**config.mk**
```make
export PLATFORM = sky130hd
export DESIGN_NAME = audio_mixer
export DESIGN_NICKNAME = d
export VERILOG_FILES = /design/src/rtl/audio_mixer.sv
export SDC_FILE = /design/constraint.sdc
export NUM_CORES = 1
export LEC_CHECK = 0
export CORE_MARGIN = 2
export CORE_UTILIZATION = 50
export CTS_CLUSTER_DIAMETER = 40
export DETAILED_ROUTE_END_ITERATION = 7
export GPL_TIMING_DRIVEN = 0
export HOLD_SLACK_MARGIN = 0.05
export PLACE_DENSITY = 0.7
export SETUP_SLACK_MARGIN = 0.5
export SKIP_LAST_GASP = 1
export SYNTH_ARGS = -nofsm -noshare
export SYNTH_HDL_FRONTEND = slang
export SYNTH_SLANG_ARGS = --single-unit
```
**constraint.sdc**
```tcl
create_clock -name clk_sys -period 20.7 [get_ports clk_sys]
set_input_delay 2.07 -clock clk_sys [delete_from_list [all_inputs] [get_ports clk_sys]]
set_output_delay 2.07 -clock clk_sys [all_outputs]
set_load 0.01 [all_outputs]
```
**src/rtl/audio_mixer.sv**
```systemverilog
// audio_mixer: two-source stereo mixer with per-source volume. One multiplier is
// time-shared over a fixed six-state sequence; results are shifted and saturated.
module audio_mixer #(
  parameter int VOL_SHIFT = 7
) (
  input  logic               clk_sys,
  input  logic               reset,
  input  logic signed [15:0] src0_l,
  input  logic signed [15:0] src0_r,
  input  logic signed [15:0] src1_l,
  input  logic signed [15:0] src1_r,
  input  logic        [7:0]  vol0,
  input  logic        [7:0]  vol1,
  input  logic               mute,
  input  logic               in_valid,
  output logic signed [15:0] audio_l,
  output logic signed [15:0] audio_r,
  output logic               out_valid,
  output logic               busy,
  output logic               dropped
);

  typedef enum logic [2:0] {
    IDLE = 3'd0,
    M0L  = 3'd1,
    M0R  = 3'd2,
    M1L  = 3'd3,
    M1R  = 3'd4,
    SAT  = 3'd5
  } state_t;

  state_t             state_q, state_d;
  logic signed [15:0] s0l_q, s0l_d, s0r_q, s0r_d, s1l_q, s1l_d, s1r_q, s1r_d;
  logic        [7:0]  v0_q, v0_d, v1_q, v1_d;
  logic               mute_q, mute_d;
  logic signed [25:0] acc_l_q, acc_l_d, acc_r_q, acc_r_d;
  logic signed [15:0] audio_l_q, audio_l_d, audio_r_q, audio_r_d;
  logic               out_valid_q, out_valid_d;
  logic               busy_q, busy_d;
  logic               dropped_q, dropped_d;

  logic signed [15:0] mul_a_s;
  logic signed [8:0]  mul_b_s;
  logic signed [24:0] prod_s;
  logic signed [25:0] prod_ext_s;
  logic               accept_s;

  function automatic logic signed [15:0] sat16(input logic signed [25:0] v);
    if (v > 26'sd32767) begin
      return 16'sh7FFF;
    end else if (v < -26'sd32768) begin
      return 16'sh8000;
    end else begin
      return v[15:0];
    end
  endfunction

  // Shared multiplier operand select: one product per multiply state.
  always_comb begin
    mul_a_s = 16'sd0;
    mul_b_s = 9'sd0;
    case (state_q)
      M0L:     begin mul_a_s = s0l_q; mul_b_s = {1'b0, v0_q}; end
      M0R:     begin mul_a_s = s0r_q; mul_b_s = {1'b0, v0_q}; end
      M1L:     begin mul_a_s = s1l_q; mul_b_s = {1'b0, v1_q}; end
      M1R:     begin mul_a_s = s1r_q; mul_b_s = {1'b0, v1_q}; end
      default: begin mul_a_s = 16'sd0; mul_b_s = 9'sd0; end
    endcase
    prod_s     = 25'(mul_a_s) * 25'(mul_b_s);
    prod_ext_s = 26'(prod_s);
  end

  // Sequencer, accumulation and output update.
  always_comb begin
    accept_s    = in_valid && (state_q == IDLE);
    state_d     = state_q;
    s0l_d       = s0l_q;
    s0r_d       = s0r_q;
    s1l_d       = s1l_q;
    s1r_d       = s1r_q;
    v0_d        = v0_q;
    v1_d        = v1_q;
    mute_d      = mute_q;
    acc_l_d     = acc_l_q;
    acc_r_d     = acc_r_q;
    audio_l_d   = audio_l_q;
    audio_r_d   = audio_r_q;
    out_valid_d = 1'b0;
    dropped_d   = dropped_q | (in_valid && (state_q != IDLE));
    case (state_q)
      IDLE: begin
        if (accept_s) begin
          s0l_d   = src0_l;
          s0r_d   = src0_r;
          s1l_d   = src1_l;
          s1r_d   = src1_r;
          v0_d    = vol0;
          v1_d    = vol1;
          mute_d  = mute;
          state_d = M0L;
        end else begin
          state_d = IDLE;
        end
      end
      M0L: begin acc_l_d = prod_ext_s;           state_d = M0R; end
      M0R: begin acc_r_d = prod_ext_s;           state_d = M1L; end
      M1L: begin acc_l_d = acc_l_q + prod_ext_s; state_d = M1R; end
      M1R: begin acc_r_d = acc_r_q + prod_ext_s; state_d = SAT; end
      SAT: begin
        if (mute_q) begin
          audio_l_d = 16'sd0;
          audio_r_d = 16'sd0;
        end else begin
          audio_l_d = sat16(acc_l_q >>> VOL_SHIFT);
          audio_r_d = sat16(acc_r_q >>> VOL_SHIFT);
        end
        out_valid_d = 1'b1;
        state_d     = IDLE;
      end
      default: state_d = IDLE;
    endcase
    // busy stays high through the cycle the result appears, so a new strobe there sees busy=1 yet is accepted
    busy_d = (state_d != IDLE) || (state_q == SAT);
  end

  // State and output registers with synchronous reset.
  always_ff @(posedge clk_sys) begin
    if (reset) begin
      state_q     <= IDLE;
      s0l_q       <= 16'sd0;
      s0r_q       <= 16'sd0;
      s1l_q       <= 16'sd0;
      s1r_q       <= 16'sd0;
      v0_q        <= 8'd0;
      v1_q        <= 8'd0;
      mute_q      <= 1'b0;
      acc_l_q     <= 26'sd0;
      acc_r_q     <= 26'sd0;
      audio_l_q   <= 16'sd0;
      audio_r_q   <= 16'sd0;
      out_valid_q <= 1'b0;
      busy_q      <= 1'b0;
      dropped_q   <= 1'b0;
    end else begin
      state_q     <= state_d;
      s0l_q       <= s0l_d;
      s0r_q       <= s0r_d;
      s1l_q       <= s1l_d;
      s1r_q       <= s1r_d;
      v0_q        <= v0_d;
      v1_q        <= v1_d;
      mute_q      <= mute_d;
      acc_l_q     <= acc_l_d;
      acc_r_q     <= acc_r_d;
      audio_l_q   <= audio_l_d;
      audio_r_q   <= audio_r_d;
      out_valid_q <= out_valid_d;
      busy_q      <= busy_d;
      dropped_q   <= dropped_d;
    end
  end

  assign audio_l   = audio_l_q;
  assign audio_r   = audio_r_q;
  assign out_valid = out_valid_q;
  assign busy      = busy_q;
  assign dropped   = dropped_q;

endmodule

```
# Word-level counts from Yosys, hierarchy flattened
# Cells that the tools add are included.
[totals]
output_inout_bits = 35
word_cells = 52
register_bits = 171
input_bits = 84
[classes]
eq_ne = 5
n_bitwise = 1
multipliers = 1
mux = 13
n_lt_le_gt_ge = 4
n_addsub = 2
reduce_logical = 11
[op_table]
columns = ["operator", "count"]
rows = [
  ["one-hot mux 26 bit (2 select lines)", 2],
  ["2-to-1 mux 16 bit", 6],
  ["one-hot mux 16 bit (4 select lines)", 1],
  ["adder 26 x 25 -> 26 bit", 2],
  ["> comparator 19 x 16 -> 1 bit (second input constant)", 2],
  ["< comparator 19 x 16 -> 1 bit (second input constant)", 2],
  ["multiplier 16 x 9 -> 25 bit", 1],
  ["one-hot mux 8 bit (2 select lines)", 1],
  ["one-hot mux 3 bit (5 select lines)", 1],
  ["equality test 3 x 2 -> 1 bit (second input constant)", 2],
  ["equality test 3 bit (second input constant)", 2],
  ["nonzero test 3 bit", 2],
  ["nonzero test 2 bit", 2],
  ["OR reduction 2 bit", 2],
  ["equality test 3 x 1 -> 1 bit (second input constant)", 1],
  ["zero test 3 bit", 1],
  ["logical AND 1 bit", 2],
  ["2-to-1 mux 1 bit", 2],
  ["AND reduction 2 bit", 1],
  ["logical OR 1 bit", 1],
  ["OR 1 bit", 1],
]

# Longest topological paths before layout
[logic_depth]
ltp_word = 6
depth_mapped = 35
mapped_depth_nobuf = 33

# Least setup slack after synthesis
# Ideal clock, no wire load.
[synth_timing]
path_kind = "register to register"
from = "register state_q[1]"
to = "register acc_r_q[25]"
path_slack_ns = 12.707
t_required_ns = 20.573
arrival_time_ns = 7.866
path_stages_with_launch = 32
path_cell_list = "dfxtp_1 clkbuf_1 nor2b_1 nor2_1 nor2_1 clkbuf_1 a22o_1 clkbuf_1 nand2_1 fa_1 inv_1 fa_1 inv_1 fa_1 fa_1 inv_1 ha_1 a21oi_1 nor2b_1 o31ai_1 a211oi_1 o2111a_1 o21a_1 o311ai_1 ha_1 a2111oi_0 a21oi_1 a21oi_1 o41a_1 nand4b_1 o31ai_1 or3_1"
[synth_between]
elab_chain_len = 6
elab_cells_between_ends = 12
cone_classes = "add/sub (1); mul (1); eq/ne (4); mux (3); reduce/logical (3)"
[synth_rtl]
columns = ["element", "line", "source"]
rows = [
  ["start: declaration", "32", "state_t state_q, state_d;"],
  ["start signal: assignment", "145", "state_q <= state_d;"],
  ["equality test 3 bit (tied with other cells)", "62, 90", ""],
  ["OR reduction 2 bit (no line)", "-", ""],
  ["one-hot mux 8 bit (2 select lines)", "62", "case (state_q)"],
  ["multiplier 16 x 9 -> 25 bit", "69", "prod_s = 25'(mul_a_s) * 25'(mul_b_s);"],
  ["adder 26 x 25 -> 26 bit", "108", "M1R: begin acc_r_d = acc_r_q + prod_ext_s; state_d = SAT; end"],
  ["one-hot mux 26 bit (2 select lines)", "90", "case (state_q)"],
  ["end signal: assignment", "154", "acc_r_q <= acc_r_d;"],
  ["end: declaration", "36", "logic signed [25:0] acc_l_q, acc_l_d, acc_r_q, acc_r_d;"],
]
# Several ways; a longest one is shown, not always the timed one.
# A chain may end at the register's enable or synchronous reset.

# Final worst setup path
[layout_timing]
from = "register state_q[1]"
to = "register acc_l_q[25]"
[layout_between]
elab_chain_len = 6
elab_cells_between_ends = 12
cone_classes = "add/sub (1); mul (1); eq/ne (4); mux (3); reduce/logical (3)"
[layout_rtl]
columns = ["element", "line", "source"]
rows = [
  ["equality test 3 bit (tied with other cells)", "62", ""],
  ["OR reduction 2 bit (no line)", "-", ""],
  ["one-hot mux 8 bit (2 select lines)", "62", ""],
  ["multiplier 16 x 9 -> 25 bit", "69", ""],
  ["adder 26 x 25 -> 26 bit", "107", "M1L: begin acc_l_d = acc_l_q + prod_ext_s; state_d = M1R; end"],
  ["one-hot mux 26 bit (2 select lines)", "90", ""],
  ["end signal: assignment", "153", "acc_l_q <= acc_l_d;"],
  ["end: declaration", "36", ""],
]
# Several ways; a longest one is shown, not always the timed one.

==> impl_metrics.csv <==
group,metric,value,unit
outcome,status,"finished clean",
die,dieArea,0.0296,mm^2
synthesis,ys.flop_type,"dfxtp_1",
die,num_rows,61,
placement,hpwl,34.5,mm
setup_path,reg2reg_depth,32,
clock_tree,postCtsSetupBuffers,0,
drt,wl_met1,18.3,mm
clock_tree,cts-resized-gates,0,
global_routing,grt.total_usage,0.299,
synthesis,synth_common_cells,"nand2_1, a21oi_1, inv_1",
drt,drt-total-wl,43.1,mm
setup_path,crit_path_start_kind,"flip-flop",
timing,hold_viol,0,
drt,dr.max_layer_used,"met4",
setup_path,cp_max_fo,10,
drt,vias,13300,
setup_path,critPathSlowestCell,"xnor2_1",
die,core,0.0278,mm^2
synthesis,synth_nets,2106,
drt,post-route-drc-count,0,
clock_tree,cts_buffer_depth,2,
timing,post-route-period-util,0.486,
flow_run,cap_violations,0,
power_and_ir_drop,p_per_area,55.6,mW/mm^2
timing,fin_crit,10.06,ns
timing,maxSlewViolCount,0,
drt,post_drt_wl_per_cell,18.4,um
power_and_ir_drop,power_leakage,7.13,nW
die,ioPinCount,119,
timing,finalSetupTns,0,ns
setup_path,r2r_start,"state_q[1]",
setup_path,cp_data_arrival_time,10.36,ns
synthesis,synth_area_per_cell,7.79,um^2
setup_path,criticalPathCategory,"flip-flop to flip-flop",
placement,dp_cells,2306,
global_routing,gr-total-overflow,0,
timing,rsz0062_at_grt,"false",
synthesis,ys_warn_count,0,
setup_path,slowest_delay,0.70,ns
clock_tree,cts_tree,"yes",
drt,firstDrtPassIters,5,
worst_hold_path,min_path_cells,2,
clock_tree,clkTransAtPathRegs,0.08,ns
global_routing,grt_max_degree,21,
synthesis,synth_async_sr_flop_share,0,
layout,fin_nets,2243,
setup_path,critPathRequiredTime,21.00,ns
placement,numPortBuffers,118,
timing,setup_viol,0,
die,dieHeight,172,um
timing,timing.fmax,99.4,MHz
layout,instances_no_fill,2338,
layout,diodes,0,
synthesis,synth_top_area_frac,0.243,
worst_hold_path,hold_end,"audio_r[14]",
die,start_util,0.508,
synthesis,seq_area_frac_synth,0.243,
clock_tree,insertion_delay,0.45,ns
die,dieWidth,172,um
clock_tree,postCtsHoldBufs,0,
global_routing,grt_pass1_vias,13000,
placement,finalWeightedCongestion,0.975,
synthesis,synthTopCellsByArea,"dfxtp_1, fa_1, ha_1",
clock_tree,htree_levels,4,
clock_tree,cts_root_buffer,"clkbuf_16",
drt,wl_met2,19.4,mm
synthesis,synth_edf_count,0,
setup_path,r2r-end,"acc_l_q[25]",
global_routing,antenna_found_initial,0,
synthesis,synth_area,0.0141,mm^2
synthesis,synthCells,1810,
power_and_ir_drop,ir_drop,0.0000573,V
clock_tree,cts_sinks,171,
synthesis,synth.distinct_cells,64,
timing,tightest_slew,1.03,ns
layout,layout-drive-gt1-share,0.0316,
drt,drt_iter0_drc,933,
setup_path,path_common_cell,"fa_1",
drt,viasPerCell,5.70,
setup_path,cp-end-kind,"flip-flop",
setup_path,ff2ff_setup_slack,10.64,ns
drt,ant_nets,0,
synthesis,ys_ff_latch,171,
worst_hold_path,hold_start,"audio_r[14]",
clock_tree,cts_inserted_buffers,17,
layout,area_growth,16.2,%
worst_hold_path,hp-class,"flip-flop to flip-flop",
timing,relSlewSlack,0.308,
timing,fin_worst_skew,0.0175,ns
synthesis,yosysTopAreaCell,"dfxtp_1",
global_routing,grt_first_pass_wirelength,68.5,mm
drt,met3_length,2.65,mm
synthesis,yosysMostFrequentCell,"nand2_1",
## worst max-delay path by stage
stage / start / endpoint / slack (ns) / depth (start not counted)
floorplan: state_q[1] / acc_r_q[25] / 12.71 / 31
global route: state_q[1] / acc_l_q[25] / 10.02 / 32
CTS: state_q[1] / acc_l_q[25] / 10.77 / 32
finish: state_q[1] / acc_l_q[25] / 10.64 / 32
global placement: state_q[1] / acc_r_q[25] / 10.37 / 31
detailed placement: state_q[1] / acc_r_q[25] / 10.78 / 31
## metal layers
layer	up-vias	track usage
met5	-	0
met4	0	0.180
met3	139	0.0419
met2	544	0.483
met1	6251	0.381
li1	6395	-
## through the flow
step           utilization  hold WS [ns]  setup WS [ns]  cell area, um^2  total power [mW]
5_1_grt              0.590         0.465          10.02            16400             0.949
2_1_floorplan            -         0.433          12.71            14100             0.502
3_5_place_dp         0.567         0.444          10.78            15800             0.577
3_3_place_gp         0.567         0.439          10.37            15800             0.573
6_report             0.590         0.450          10.64            16400             0.912
4_1_cts              0.590         0.454          10.77            16400             0.908
## sequential cells by signal (all words and copies together), names as in the netlist
signal	count
v0_q	8
acc_r_q	26
audio_l	16
state_q	3
audio_r	16
s0l_q	16
out_valid	1
busy	1
s0r_q	16
s1r_q	16
mute_q	1
s1l_q	16
dropped	1
acc_l_q	26
v1_q	8
## layout by cell type (no fill, tap or decap), types with 15 or more instances in the layout
cell             instances
nand3_1                 15
ha_1                   108
inv_1                  178
nor3_1                  26
a21oi_1                204
a22oi_1                 26
fa_1                   104
clkbuf_1                86
a211oi_1                31
clkdlybuf4s50_1        118
a21o_1                  28
nor2_1                 173
xnor2_1                 34
o21ai_0                 74
xor2_1                  23
dfxtp_1                171
clkbuf_16               17
o21a_1                  23
nand2_1                318
## power breakdown
group / total, mW / switching (mW) / internal, mW / leakage [nW]
clock network: 0.336 / 0.171 / 0.165 / 0.299
registers: 0.372 / 0.0188 / 0.353 / 1.39
logic: 0.204 / 0.132 / 0.0712 / 5.44
total: 0.912 / 0.322 / 0.590 / 7.13
## critical path, delay by kind of cell (launching register included)
kind	cells	cell delay, ns
adder cells (fa/ha/maj)	6	2.90
buffers and inverters	6	1.29
AO/OA/AOI/OAI	11	2.54
AND/OR/NAND/NOR	7	1.59
XOR/XNOR	1	0.70
flip-flops	1	0.33
multiplexers	1	0.53
## kinds of logic after synthesis
| family | after synthesis | share of synthesized area |
|---|---|---|
| xor gates and xnor gates | 57 | 0.0354 |
| and+or+nand+nor | 599 | 0.177 |
| AOI/OAI and AO/OA | 475 | 0.208 |
| muxes | 28 | 0.0219 |
| buffers and inverters | 268 | 0.0713 |
| adders and majority gates | 212 | 0.243 |
| DFF | 171 | 0.243 |
## final cells by class
| class | instances | area [um^2] |
|---|---|---|
| Fill cell | 2627 | 11400 |
| Buffer | 90 | 338 |
| Multi-Input combinational cell | 1371 | 9680 |
| Inverter | 178 | 668 |
| Tap cell | 378 | 473 |
| Timing Repair Buffer | 118 | 1180 |
| Clock buffer | 17 | 425 |
| Sequential cell | 171 | 3420 |
| Clock inverter | 15 | 201 |
Note: power is estimated with default switching activity, not from simulation.
